===== config.mk =====
export PLATFORM = sky130hd
export DESIGN_NAME = ldst_stream_port
export DESIGN_NICKNAME = d
export VERILOG_FILES = /design/src/rtl/pkg_tpu.sv /design/src/rtl/sync_fifo.sv /design/src/rtl/ldst_stream_port.sv
export SDC_FILE = /design/constraint.sdc
export NUM_CORES = 1
export LEC_CHECK = 0
export CORE_MARGIN = 1
export CORE_UTILIZATION = 43
export CTS_CLUSTER_DIAMETER = 80
export DETAILED_ROUTE_END_ITERATION = 8
export DONT_BUFFER_PORTS = 1
export SYNTH_ARGS = -nofsm -noshare
export SYNTH_HDL_FRONTEND = slang
export SYNTH_SLANG_ARGS = --single-unit

===== constraint.sdc =====
create_clock -name clock -period 4.7 [get_ports clock]
set_clock_uncertainty 0.05 [all_clocks]
set_input_delay 0.705 -clock clock [delete_from_list [all_inputs] [get_ports clock]]
set_output_delay 0.705 -clock clock [all_outputs]
set_load 0.05 [all_outputs]

===== src/rtl/pkg_tpu.sv =====
// rtl/pkg_tpu.sv - shared TPU types used by the load/store stream port
// Purpose: data and address element types plus the load/store channel FSM
// state encoding shared by the lane-side stream ports.
package pkg_tpu;

  typedef logic [31:0] data_t;
  typedef logic [15:0] address_t;

  // Store channel uses IDLE/REQ/XFER/DONE; DRAIN is load-only.
  typedef enum logic [2:0] {
    IDLE  = 3'd0,
    REQ   = 3'd1,
    XFER  = 3'd2,
    DRAIN = 3'd3,
    DONE  = 3'd4
  } ldst_fsm_t;

endpackage


===== src/rtl/sync_fifo.sv =====
// rtl/sync_fifo.sv - single-clock FIFO used for store and load element buffering
// Ports:
//   clock, reset      : clock, synchronous active-high reset (flushes pointers/count)
//   push, din         : write request and data; a push while full is dropped
//   pop, dout         : read request and head data; a pop while empty is ignored
//   full, empty, count: occupancy status (count is 0..DEPTH)
// dout reads as zero while empty so a flushed FIFO presents a clean head.
module sync_fifo #(
  parameter int  DEPTH  = 8,
  parameter type data_t = logic [31:0]
) (
  input  logic                     clock,
  input  logic                     reset,
  input  logic                     push,
  input  data_t                    din,
  input  logic                     pop,
  output data_t                    dout,
  output logic                     full,
  output logic                     empty,
  output logic [$clog2(DEPTH):0]   count
);

  localparam int AW = $clog2(DEPTH);
  localparam logic [AW:0] FULL_CNT = (AW + 1)'(DEPTH);

  data_t          mem [DEPTH];
  logic [AW-1:0]  wr_ptr;
  logic [AW-1:0]  rd_ptr;
  logic           do_push;
  logic           do_pop;

  // Full is judged on the registered count, so a push that meets a pop in the
  // same cycle is still dropped when the FIFO was full.
  assign do_push = push & ~full;
  assign do_pop  = pop & ~empty;

  assign full  = (count == FULL_CNT);
  assign empty = (count == '0);
  assign dout  = empty ? '0 : mem[rd_ptr];

  always_ff @(posedge clock) begin
    if (do_push) begin
      mem[wr_ptr] <= din;
    end
  end

  always_ff @(posedge clock) begin
    if (reset) begin
      wr_ptr <= '0;
      rd_ptr <= '0;
      count  <= '0;
    end else begin
      if (do_push) wr_ptr <= wr_ptr + 1'b1;
      if (do_pop)  rd_ptr <= rd_ptr + 1'b1;
      count <= count + {{AW{1'b0}}, do_push} - {{AW{1'b0}}, do_pop};
    end
  end

endmodule


===== src/rtl/ldst_stream_port.sv =====
// rtl/ldst_stream_port.sv - lane-side load/store stream port in front of a DMem port pair
// Ports:
//   clock, reset                       : clock, synchronous active-high reset
//   I_St_Cmd, I_St_Length/Stride/Base  : store stream start pulse and config
//   I_Lane_St_Push/Data, O_Lane_St_Full: lane store data into the store FIFO
//   O_St_Busy, O_St_Done               : store channel active / completion pulse
//   I_Ld_Cmd, I_Ld_Length/Stride/Base  : load stream start pulse and config
//   O_Lane_Ld_Vld/Data, I_Lane_Ld_Pop  : load FIFO head towards the lane
//   O_Ld_Busy, O_Ld_Done               : load channel active / completion pulse
//   O_St_* / I_St_Grant/Ready          : DMem store request/handshake and data
//   O_Ld_* / I_Ld_Grant/Ready/Data     : DMem load request/handshake and return data
module ldst_stream_port
  import pkg_tpu::*;
#(
  parameter int ST_DEPTH = 8,
  parameter int LD_DEPTH = 8
) (
  input  logic     clock,
  input  logic     reset,
  input  logic     I_St_Cmd,
  input  address_t I_St_Length,
  input  address_t I_St_Stride,
  input  address_t I_St_Base,
  input  logic     I_Lane_St_Push,
  input  data_t    I_Lane_St_Data,
  output logic     O_Lane_St_Full,
  output logic     O_St_Busy,
  output logic     O_St_Done,
  input  logic     I_Ld_Cmd,
  input  address_t I_Ld_Length,
  input  address_t I_Ld_Stride,
  input  address_t I_Ld_Base,
  output logic     O_Lane_Ld_Vld,
  output data_t    O_Lane_Ld_Data,
  input  logic     I_Lane_Ld_Pop,
  output logic     O_Ld_Busy,
  output logic     O_Ld_Done,
  output logic     O_St_Req,
  output address_t O_St_Length,
  output address_t O_St_Stride,
  output address_t O_St_Base_Addr,
  output logic     O_St_Valid,
  output data_t    O_St_Data,
  input  logic     I_St_Grant,
  input  logic     I_St_Ready,
  output logic     O_Ld_Req,
  output address_t O_Ld_Length,
  output address_t O_Ld_Stride,
  output address_t O_Ld_Base_Addr,
  output logic     O_Ld_Valid,
  input  data_t    I_Ld_Data,
  input  logic     I_Ld_Grant,
  input  logic     I_Ld_Ready
);

  localparam int SCW = $clog2(ST_DEPTH) + 1;
  localparam int LCW = $clog2(LD_DEPTH) + 1;
  localparam logic [LCW:0] LD_CREDIT = (LCW + 1)'(LD_DEPTH);

  // ---------------- store channel ----------------
  ldst_fsm_t          st_state;
  address_t           st_len, st_stride, st_base, st_cnt;
  logic               st_zero_done;
  logic               st_full, st_empty, st_valid, st_busy;
  logic [SCW-1:0]     st_count_unused;

  sync_fifo #(.DEPTH(ST_DEPTH), .data_t(data_t)) u_st_fifo (
    .clock (clock),
    .reset (reset),
    .push  (I_Lane_St_Push),
    .din   (I_Lane_St_Data),
    .pop   (st_valid),
    .dout  (O_St_Data),
    .full  (st_full),
    .empty (st_empty),
    .count (st_count_unused)
  );

  assign st_busy    = (st_state != IDLE);
  assign st_valid   = (st_state == XFER) & I_St_Grant & I_St_Ready & ~st_empty;

  always_ff @(posedge clock) begin
    if (reset) begin
      st_state     <= IDLE;
      st_len       <= '0;
      st_stride    <= '0;
      st_base      <= '0;
      st_cnt       <= '0;
      st_zero_done <= 1'b0;
    end else begin
      st_zero_done <= 1'b0;
      case (st_state)
        IDLE: if (I_St_Cmd) begin
          st_len    <= I_St_Length;
          st_stride <= I_St_Stride;
          st_base   <= I_St_Base;
          st_cnt    <= '0;
          // A zero-length stream completes without ever requesting DMem.
          if (I_St_Length == '0) st_zero_done <= 1'b1;
          else                   st_state     <= REQ;
        end
        REQ:  if (I_St_Grant & I_St_Ready) st_state <= XFER;
        XFER: if (st_valid) begin
          st_cnt <= st_cnt + address_t'(1);
          if (st_cnt == st_len - address_t'(1)) st_state <= DONE;
        end
        default: st_state <= IDLE;
      endcase
    end
  end

  assign O_Lane_St_Full = st_full;
  assign O_St_Busy      = st_busy;
  assign O_St_Done      = (st_state == DONE) | st_zero_done;
  assign O_St_Req       = (st_state == REQ) | (st_state == XFER);
  assign O_St_Valid     = st_valid;
  assign O_St_Length    = st_busy ? st_len    : '0;
  assign O_St_Stride    = st_busy ? st_stride : '0;
  assign O_St_Base_Addr = st_busy ? st_base   : '0;

  // ---------------- load channel ----------------
  ldst_fsm_t          ld_state;
  address_t           ld_len, ld_stride, ld_base, ld_issued;
  logic               ld_zero_done, ld_inflight;
  logic               ld_empty, ld_valid, ld_busy, ld_credit_ok;
  logic               ld_full_unused;
  logic [LCW-1:0]     ld_count;

  sync_fifo #(.DEPTH(LD_DEPTH), .data_t(data_t)) u_ld_fifo (
    .clock (clock),
    .reset (reset),
    .push  (ld_inflight),
    .din   (I_Ld_Data),
    .pop   (I_Lane_Ld_Pop),
    .dout  (O_Lane_Ld_Data),
    .full  (ld_full_unused),
    .empty (ld_empty),
    .count (ld_count)
  );

  // Buffered plus in-flight elements must leave room for the next return,
  // which keeps the load FIFO from ever overflowing.
  assign ld_credit_ok = ({1'b0, ld_count} + {{LCW{1'b0}}, ld_inflight}) < LD_CREDIT;
  assign ld_busy      = (ld_state != IDLE);
  assign ld_valid     = (ld_state == XFER) & I_Ld_Grant & I_Ld_Ready & ld_credit_ok;

  always_ff @(posedge clock) begin
    if (reset) begin
      ld_state     <= IDLE;
      ld_len       <= '0;
      ld_stride    <= '0;
      ld_base      <= '0;
      ld_issued    <= '0;
      ld_zero_done <= 1'b0;
      ld_inflight  <= 1'b0;
    end else begin
      ld_zero_done <= 1'b0;
      // DMem answers exactly one cycle after each issue.
      ld_inflight  <= ld_valid;
      case (ld_state)
        IDLE: if (I_Ld_Cmd) begin
          ld_len    <= I_Ld_Length;
          ld_stride <= I_Ld_Stride;
          ld_base   <= I_Ld_Base;
          ld_issued <= '0;
          if (I_Ld_Length == '0) ld_zero_done <= 1'b1;
          else                   ld_state     <= REQ;
        end
        REQ:  if (I_Ld_Grant & I_Ld_Ready) ld_state <= XFER;
        XFER: if (ld_valid) begin
          ld_issued <= ld_issued + address_t'(1);
          if (ld_issued == ld_len - address_t'(1)) ld_state <= DRAIN;
        end
        DRAIN: if (!ld_inflight) ld_state <= DONE;
        default: ld_state <= IDLE;
      endcase
    end
  end

  assign O_Lane_Ld_Vld  = ~ld_empty;
  assign O_Ld_Busy      = ld_busy;
  assign O_Ld_Done      = (ld_state == DONE) | ld_zero_done;
  assign O_Ld_Req       = (ld_state == REQ) | (ld_state == XFER) | (ld_state == DRAIN);
  assign O_Ld_Valid     = ld_valid;
  assign O_Ld_Length    = ld_busy ? ld_len    : '0;
  assign O_Ld_Stride    = ld_busy ? ld_stride : '0;
  assign O_Ld_Base_Addr = ld_busy ? ld_base   : '0;

endmodule


==> flow_summary_export.csv, run 1 <==
group,metric,value,unit
sta,hold_ws,132,ps
setup_path,critical_path_class,"reg -> out",
cells_and_area,final_nets,2073,
cells_and_area,drive_gt1_share,15.6,%
grt,gr-usage-all-layers,18.8,%
setup_path,crit_slowest_cell,"dfxtp_2",
min_path,hold_path.class,"in -> reg",
setup_path,cp-endpoint,"O_St_Data[19]",
power_and_ir_drop,p_per_area,505,nW/um^2
clock_network,cts.path.max_buffers,3,
place,dp_hpwl,38.2,mm
clock_network,cts.sinks,675,
place,globalplace.congestion,0.923,
sta,relSlewSlack,19.5,%
setup_path,r2r_cells,5,
logic_synthesis,yosysSeqAreaShare,67.6,%
sta,slew_viol_final,0,
cells_and_area,final_cell_mix,"512 x edfxtp_1, 224 x nand2_1, 157 x dfxtp_1",
grt,antenna_found_initial,3,
clock_network,cts_resized,0,
place,placed_area,28600,um^2
sta,period_minus_slack,3760,ps
logic_synthesis,yosys_most_used_dff,"edfxtp_1",
place,pre_cts_slack,1500,ps
place,dp_cells,2650,
routing,avgRoutedWirePerCell,22.0,um
cells_and_area,instances_no_fill,2781,
setup_path,cp.arrival,3010,ps
logic_synthesis,yosysUniqueCellTypes,65,
sta,setup_viol,0,
floorplan,io_pins,340,
setup_path,crit_required,3940,ps
setup_path,crit_buf_inv,1,
cells_and_area,final_common_cell,"edfxtp_1",
cells_and_area,register_area,18700,um^2
logic_synthesis,async_reset_ff_share,0,%
setup_path,critPathMaxFanout,27,
clock_network,clk_pin_slew,60,ps
clock_network,cts_made_buffers,73,
power_and_ir_drop,p_leak,9.89,nW
cells_and_area,fillerInstances,5374,
grt,grt_pass1_vias,15900,
logic_synthesis,avgSynthCellArea,14.6,um^2
routing,drt-vias-per-instance,5.46,
cells_and_area,multi_input_area,8510,um^2
setup_path,path_depth,4,
floorplan,die_h,255,um
grt,overflow,0,
clock_network,cts_tree,"yes",
setup_path,end_kind,"primary output",
logic_synthesis,synth_area,27600,um^2
clock_network,cts_max_level,3,
clock_network,clock-root-buffer,"clkbuf_16",
sta,final-hold-violation-count,0,
place,io_buffers,0,
clock_network,cts_setup_buffers,0,
setup_path,slowest_delay,840,ps
routing,drt-initial-drc-count,863,
cells_and_area,layout_top_registers,"u_ld_fifo.mem x256, u_st_fifo.mem x256",
job,maxCapViolCount,0,
outcome,status,"finished clean",
sta,fin_ws,936,ps
floorplan,die_w,255,um
floorplan,core-area,63200,um^2
clock_network,holdBufCountCts,0,
setup_path,reg2reg_from,"u_st_fifo.count[1]",
logic_synthesis,synth_edf_count,512,
setup_path,timing.rr.end,"u_st_fifo.mem[4][5]",
setup_path,cp_cell_sequence,"buf_4, mux4_2, mux2i_1, nor2_1",
clock_network,worstSkewPairLatency,600,ps
routing,final_antenna_net_count,0,
logic_synthesis,ys_seq_elements,675,
grt,grt_max_degree,131,
power_and_ir_drop,vdd_ir_drop_max,376,uV
grt,grt_pass1_wl,92.3,mm
sta,finalCritPeriodShare,80.1,%
routing,wirelength,61.1,mm
floorplan,rows,92,
logic_synthesis,ys.warnings.count,0,
logic_synthesis,netlist_instances,1883,
setup_path,startpoint_type,"flip-flop",
routing,drt-pass1-iter-count,6,
setup_path,regToRegSetupSlack,1550,ps
floorplan,initial_core_util,43.6,%
sta,worst_slew_pin_slew,1200,ps
sta,fmax,0.266,GHz
logic_synthesis,synth_nets,2077,
cells_and_area,postLayoutCellArea,30900,um^2
power_and_ir_drop,finalPower,15.6,mW
sta,finalSetupTns,0,ps
routing,vias,15200,
routing,drcViolationCount,0,
floorplan,die-area,65100,um^2
sta,rsz0062_at_grt,"false",
setup_path,critPathTopFamily,"flip-flops",
cells_and_area,fin_util,49.0,%
cells_and_area,area_growth,12.2,%
[worst min-delay path by stage]
stage	slack (ps)	to	cells past startpoint	start
after floorplan	380	st_base[0]	2	st_base[0]
after global placement	380	ld_base[15]	2	ld_base[15]
after detailed placement	390	ld_stride[7]	2	ld_stride[7]
after CTS	90	ld_base[15]	1	reset
after global routing	90	ld_len[12]	1	reset
final	130	u_st_fifo.mem[0][13]	0	I_Lane_St_Data[13]
[per-layer routing]
layer | track usage [%] | vias up | wire [um]
li1 | - | 6998 | -
met1 | 22.9 | 7705 | 24600
met2 | 32.1 | 371 | 31100
met3 | 4.69 | 117 | 3680
met4 | 6.89 | 0 | 1710
met5 | 0 | - | 0
[where the power goes]
group / switching (mW) / internal (mW)
clock network: 2.36 / 3.28
registers: 0.128 / 6.62
logic: 2.40 / 0.832
total: 4.88 / 10.7
[cells by family after synthesis]
family                   share of synthesized area (%)
adder cells (fa/ha/maj)                           1.14
buffers and inverters                             1.99
flip-flops                                        67.6
XOR/XNOR                                          1.97
multiplexers                                      13.0
AO/OA/AOI/OAI                                     3.96
AND/OR/NAND/NOR                                   10.3
[synth_stat cells, drive strengths merged (3+ instances only)]
cell type    n  area (um^2)
edfxtp     512        15400
nand2      224          841
dfxtp      163         3260
nor2       145          544
mux4       128         2880
a21oi      120          601
clkbuf      80          302
mux2i       70          701
and2        55          344
nor2b       50          313
xnor2       32          280
xor2        30          263
buf         29          143
inv         28          105
nor3        25          130
o21ai       24          120
ha          22          275
or3         20          125
nor4        17          128
nand2b      12         75.1
nand4       12         75.1
nand3       11         55.1
and3         7         43.8
o2111ai      7         61.3
a21o         4         30.0
a31oi        4         25.0
a211oi       3         22.5
a22oi        3         22.5
nand3b       3         22.5
nor3b        3         22.5
o211ai       3         22.5
[layout make-up]
cell class	instances	share of cell area [%]
flip-flops and latches	675	60.3
multi-input cells	1071	27.5
clock buffers	90	6.35
well taps	846	3.42
clock inverters	40	1.27
repair buffers	30	0.809
inverters	28	0.340
diodes	1	0.00809
No activity file was read; power rests on OpenSTA's default activity.
==> run 2: changes to the inputs <==
clock period = 3.46 ns   (was 4.7 ns; I/O delays follow)
==> run 2 against run 1 <==
Clock power increased by 39%. Worst setup slack worse by 750 ps. Die area did not move. Core utilization is 4.4 points higher. Final cell count rose by 10%. Total power up 43%. Sequential share of layout area down 5.0 points. Non-clock buffer count rose by 283. Global-route usage grew 0.30 points. Critical path depth is 1 lower. First-iteration DRC count increased by 11%. Routed wire length rose by 1.3%. Highest routed layer is now met5.
==> flow_summary_export.csv, run 2 (synthesized netlist as in run 1, its figures left out) <==
group,metric,value,unit
grt,antenna_found_initial,13,
routing,drt-vias-per-instance,5.35,
sta,period_minus_slack,3270,ps
setup_path,crit_buf_inv,1,
setup_path,timing.rr.end,"u_st_fifo.mem[5][1]",
grt,grt_pass1_wl,95.4,mm
cells_and_area,layout_top_registers,"u_ld_fifo.mem x256, u_st_fifo.mem x256",
sta,setup_viol,0,
sta,slew_viol_final,0,
floorplan,io_pins,340,
sta,relSlewSlack,28.9,%
grt,grt_max_degree,126,
setup_path,end_kind,"primary output",
power_and_ir_drop,power.net_switching,6.87,mW
clock_network,worstSkewPairLatency,600,ps
setup_path,cp_cell_sequence,"nor3_1, inv_1, and2_1",
floorplan,rows,92,
place,globalplace.congestion,0.830,
sta,final-hold-violation-count,0,
setup_path,critPathTopFamily,"simple AND/OR/NAND/NOR gates",
routing,wirelength,61.9,mm
setup_path,crit_required,2890,ps
sta,worst_slew_pin_slew,1070,ps
sta,rsz0062_at_grt,"false",
grt,gr-usage-all-layers,19.1,%
min_path,hold_path.class,"in -> reg",
place,io_buffers,0,
clock_network,cts_setup_buffers,0,
routing,drcViolationCount,0,
cells_and_area,fillerInstances,5118,
setup_path,crit_slowest_cell,"inv_1",
power_and_ir_drop,p_int,15.5,mW
routing,drt-initial-drc-count,957,
setup_path,critical_path_class,"reg -> out",
power_and_ir_drop,swShare,30.7,%
floorplan,die_w,255,um
floorplan,die-area,65100,um^2
min_path,worstHoldPathCells,3,
sta,finalCritPeriodShare,94.6,%
floorplan,die_h,255,um
routing,avgRoutedWirePerCell,20.2,um
sta,finalSetupTns,0,ps
grt,overflow,0,
place,dp_hpwl,37.1,mm
clock_network,cts_tree,"yes",
setup_path,reg2reg_from,"u_st_fifo.count[2]",
setup_path,r2r_cells,7,
routing,vias,16400,
setup_path,slowest_delay,640,ps
floorplan,initial_core_util,43.6,%
power_and_ir_drop,combPwrFrac,23.6,%
setup_path,startpoint_type,"flip-flop",
clock_network,clk_pin_slew,60,ps
routing,drt-pass1-iter-count,5,
power_and_ir_drop,finalPower,22.4,mW
setup_path,regToRegSetupSlack,650,ps
cells_and_area,drive_gt1_share,18.9,%
place,dp_cells,2772,
outcome,status,"finished clean",
power_and_ir_drop,p_per_area,663,nW/um^2
clock_network,cts.sinks,675,
floorplan,core-area,63200,um^2
routing,final_antenna_net_count,0,
power_and_ir_drop,vdd_ir_drop_max,608,uV
job,maxCapViolCount,0,
min_path,min_from,"I_Ld_Length[4]",
setup_path,critPathMaxFanout,47,
clock_network,cts.path.max_buffers,3,
sta,fmax,0.305,GHz
clock_network,cts_resized,0,
cells_and_area,fin_util,53.4,%
cells_and_area,postLayoutCellArea,33700,um^2
grt,grt_pass1_vias,16900,
cells_and_area,final_cell_mix,"512 x edfxtp_1, 224 x nand2_1, 160 x dlygate4sd3_1",
min_path,hold_path_end,"ld_zero_done",
setup_path,cp.arrival,2700,ps
cells_and_area,area_growth,22.4,%
clock_network,clock-root-buffer,"clkbuf_16",
clock_network,cts_made_buffers,74,
place,placed_area,29600,um^2
clock_network,cts_max_level,3,
power_and_ir_drop,p_seq_share,41.3,%
power_and_ir_drop,p_leak,11.3,nW
cells_and_area,final_common_cell,"edfxtp_1",
power_and_ir_drop,clockPowerShare,35.1,%
cells_and_area,instances_no_fill,3071,
cells_and_area,final_nets,2357,
-- run 2: cell count changes in the layout (fill, tap and decap cells not counted), moves of 4 or more --
cell / before / now
dlygate4sd3_1: 0 / 160
buf_4: 28 / 142
buf_12: 2 / 10
inv_6: 6 / 0
clkbuf_1: 11 / 16
diode_2: 1 / 6
clkinv_16: 0 / 4
nor3_2: 5 / 1
nor3_4: 1 / 5
-- run 2: worst max path at each step --
stage                                end                from  depth (start not counted)  slack, ps
finish                    O_St_Length[3]         st_state[1]                          3        190
global placement     u_st_fifo.mem[5][3]  u_st_fifo.count[2]                          7        680
detailed placement  u_st_fifo.mem[5][23]  u_st_fifo.count[2]                          7        600
CTS                       O_St_Length[3]         st_state[1]                          3        200
floorplan            u_st_fifo.mem[6][0]  u_st_fifo.count[2]                          7        230
global route              O_St_Length[3]         st_state[1]                          3         10
-- run 2: tightest hold or removal path, cell delays in order --
cell and delay [ps]:
nor4_1 40, nand4_1 70, nor3_1 40
-- run 2: power groups by stage --
stage / sequential, mW / clock (mW) / combinational (mW)
2_1_floorplan: 9.26 / 0 / 3.77
3_3_place_gp: 9.41 / 0 / 5.02
3_5_place_dp: 9.43 / 0 / 5.08
4_1_cts: 9.26 / 8.06 / 5.34
5_1_grt: 9.29 / 8.35 / 5.64
6_report: 9.25 / 7.84 / 5.28
-- run 2: metrics by stage --
stage	setup slack, ps	hold slack (ps)
final	186	51.6
after global placement	680	381
after detailed placement	599	387
after CTS	199	1.36
after floorplan	231	382
after global routing	10.4	27.7
-- run 2: per-layer routing --
layer / track usage, % / vias to the layer above / share of wire, %
met5: 0 / - / 0.14
met4: 5.63 / 14 / 2.4
met3: 4.44 / 131 / 5.5
met2: 33.0 / 440 / 51
met1: 23.8 / 8292 / 41
li1: - / 7567 / -
-- run 2: area by class of cell --
cell class	instances	area, um^2	area share [%]
clock buffer	95	1990	5.90
inverter	28	105	0.312
timing repair buffer	313	2900	8.58
clock inverter	37	482	1.43
multi-input combinational	1071	8540	25.3
tap	846	1060	3.14
sequential	675	18700	55.3
antenna	6	15.0	0.0445
-- run 2: repair_timing --
action,CTS,global route
hold buffers,161,0
hold endpoints to repair,641,0
setup endpoints to repair,0,0
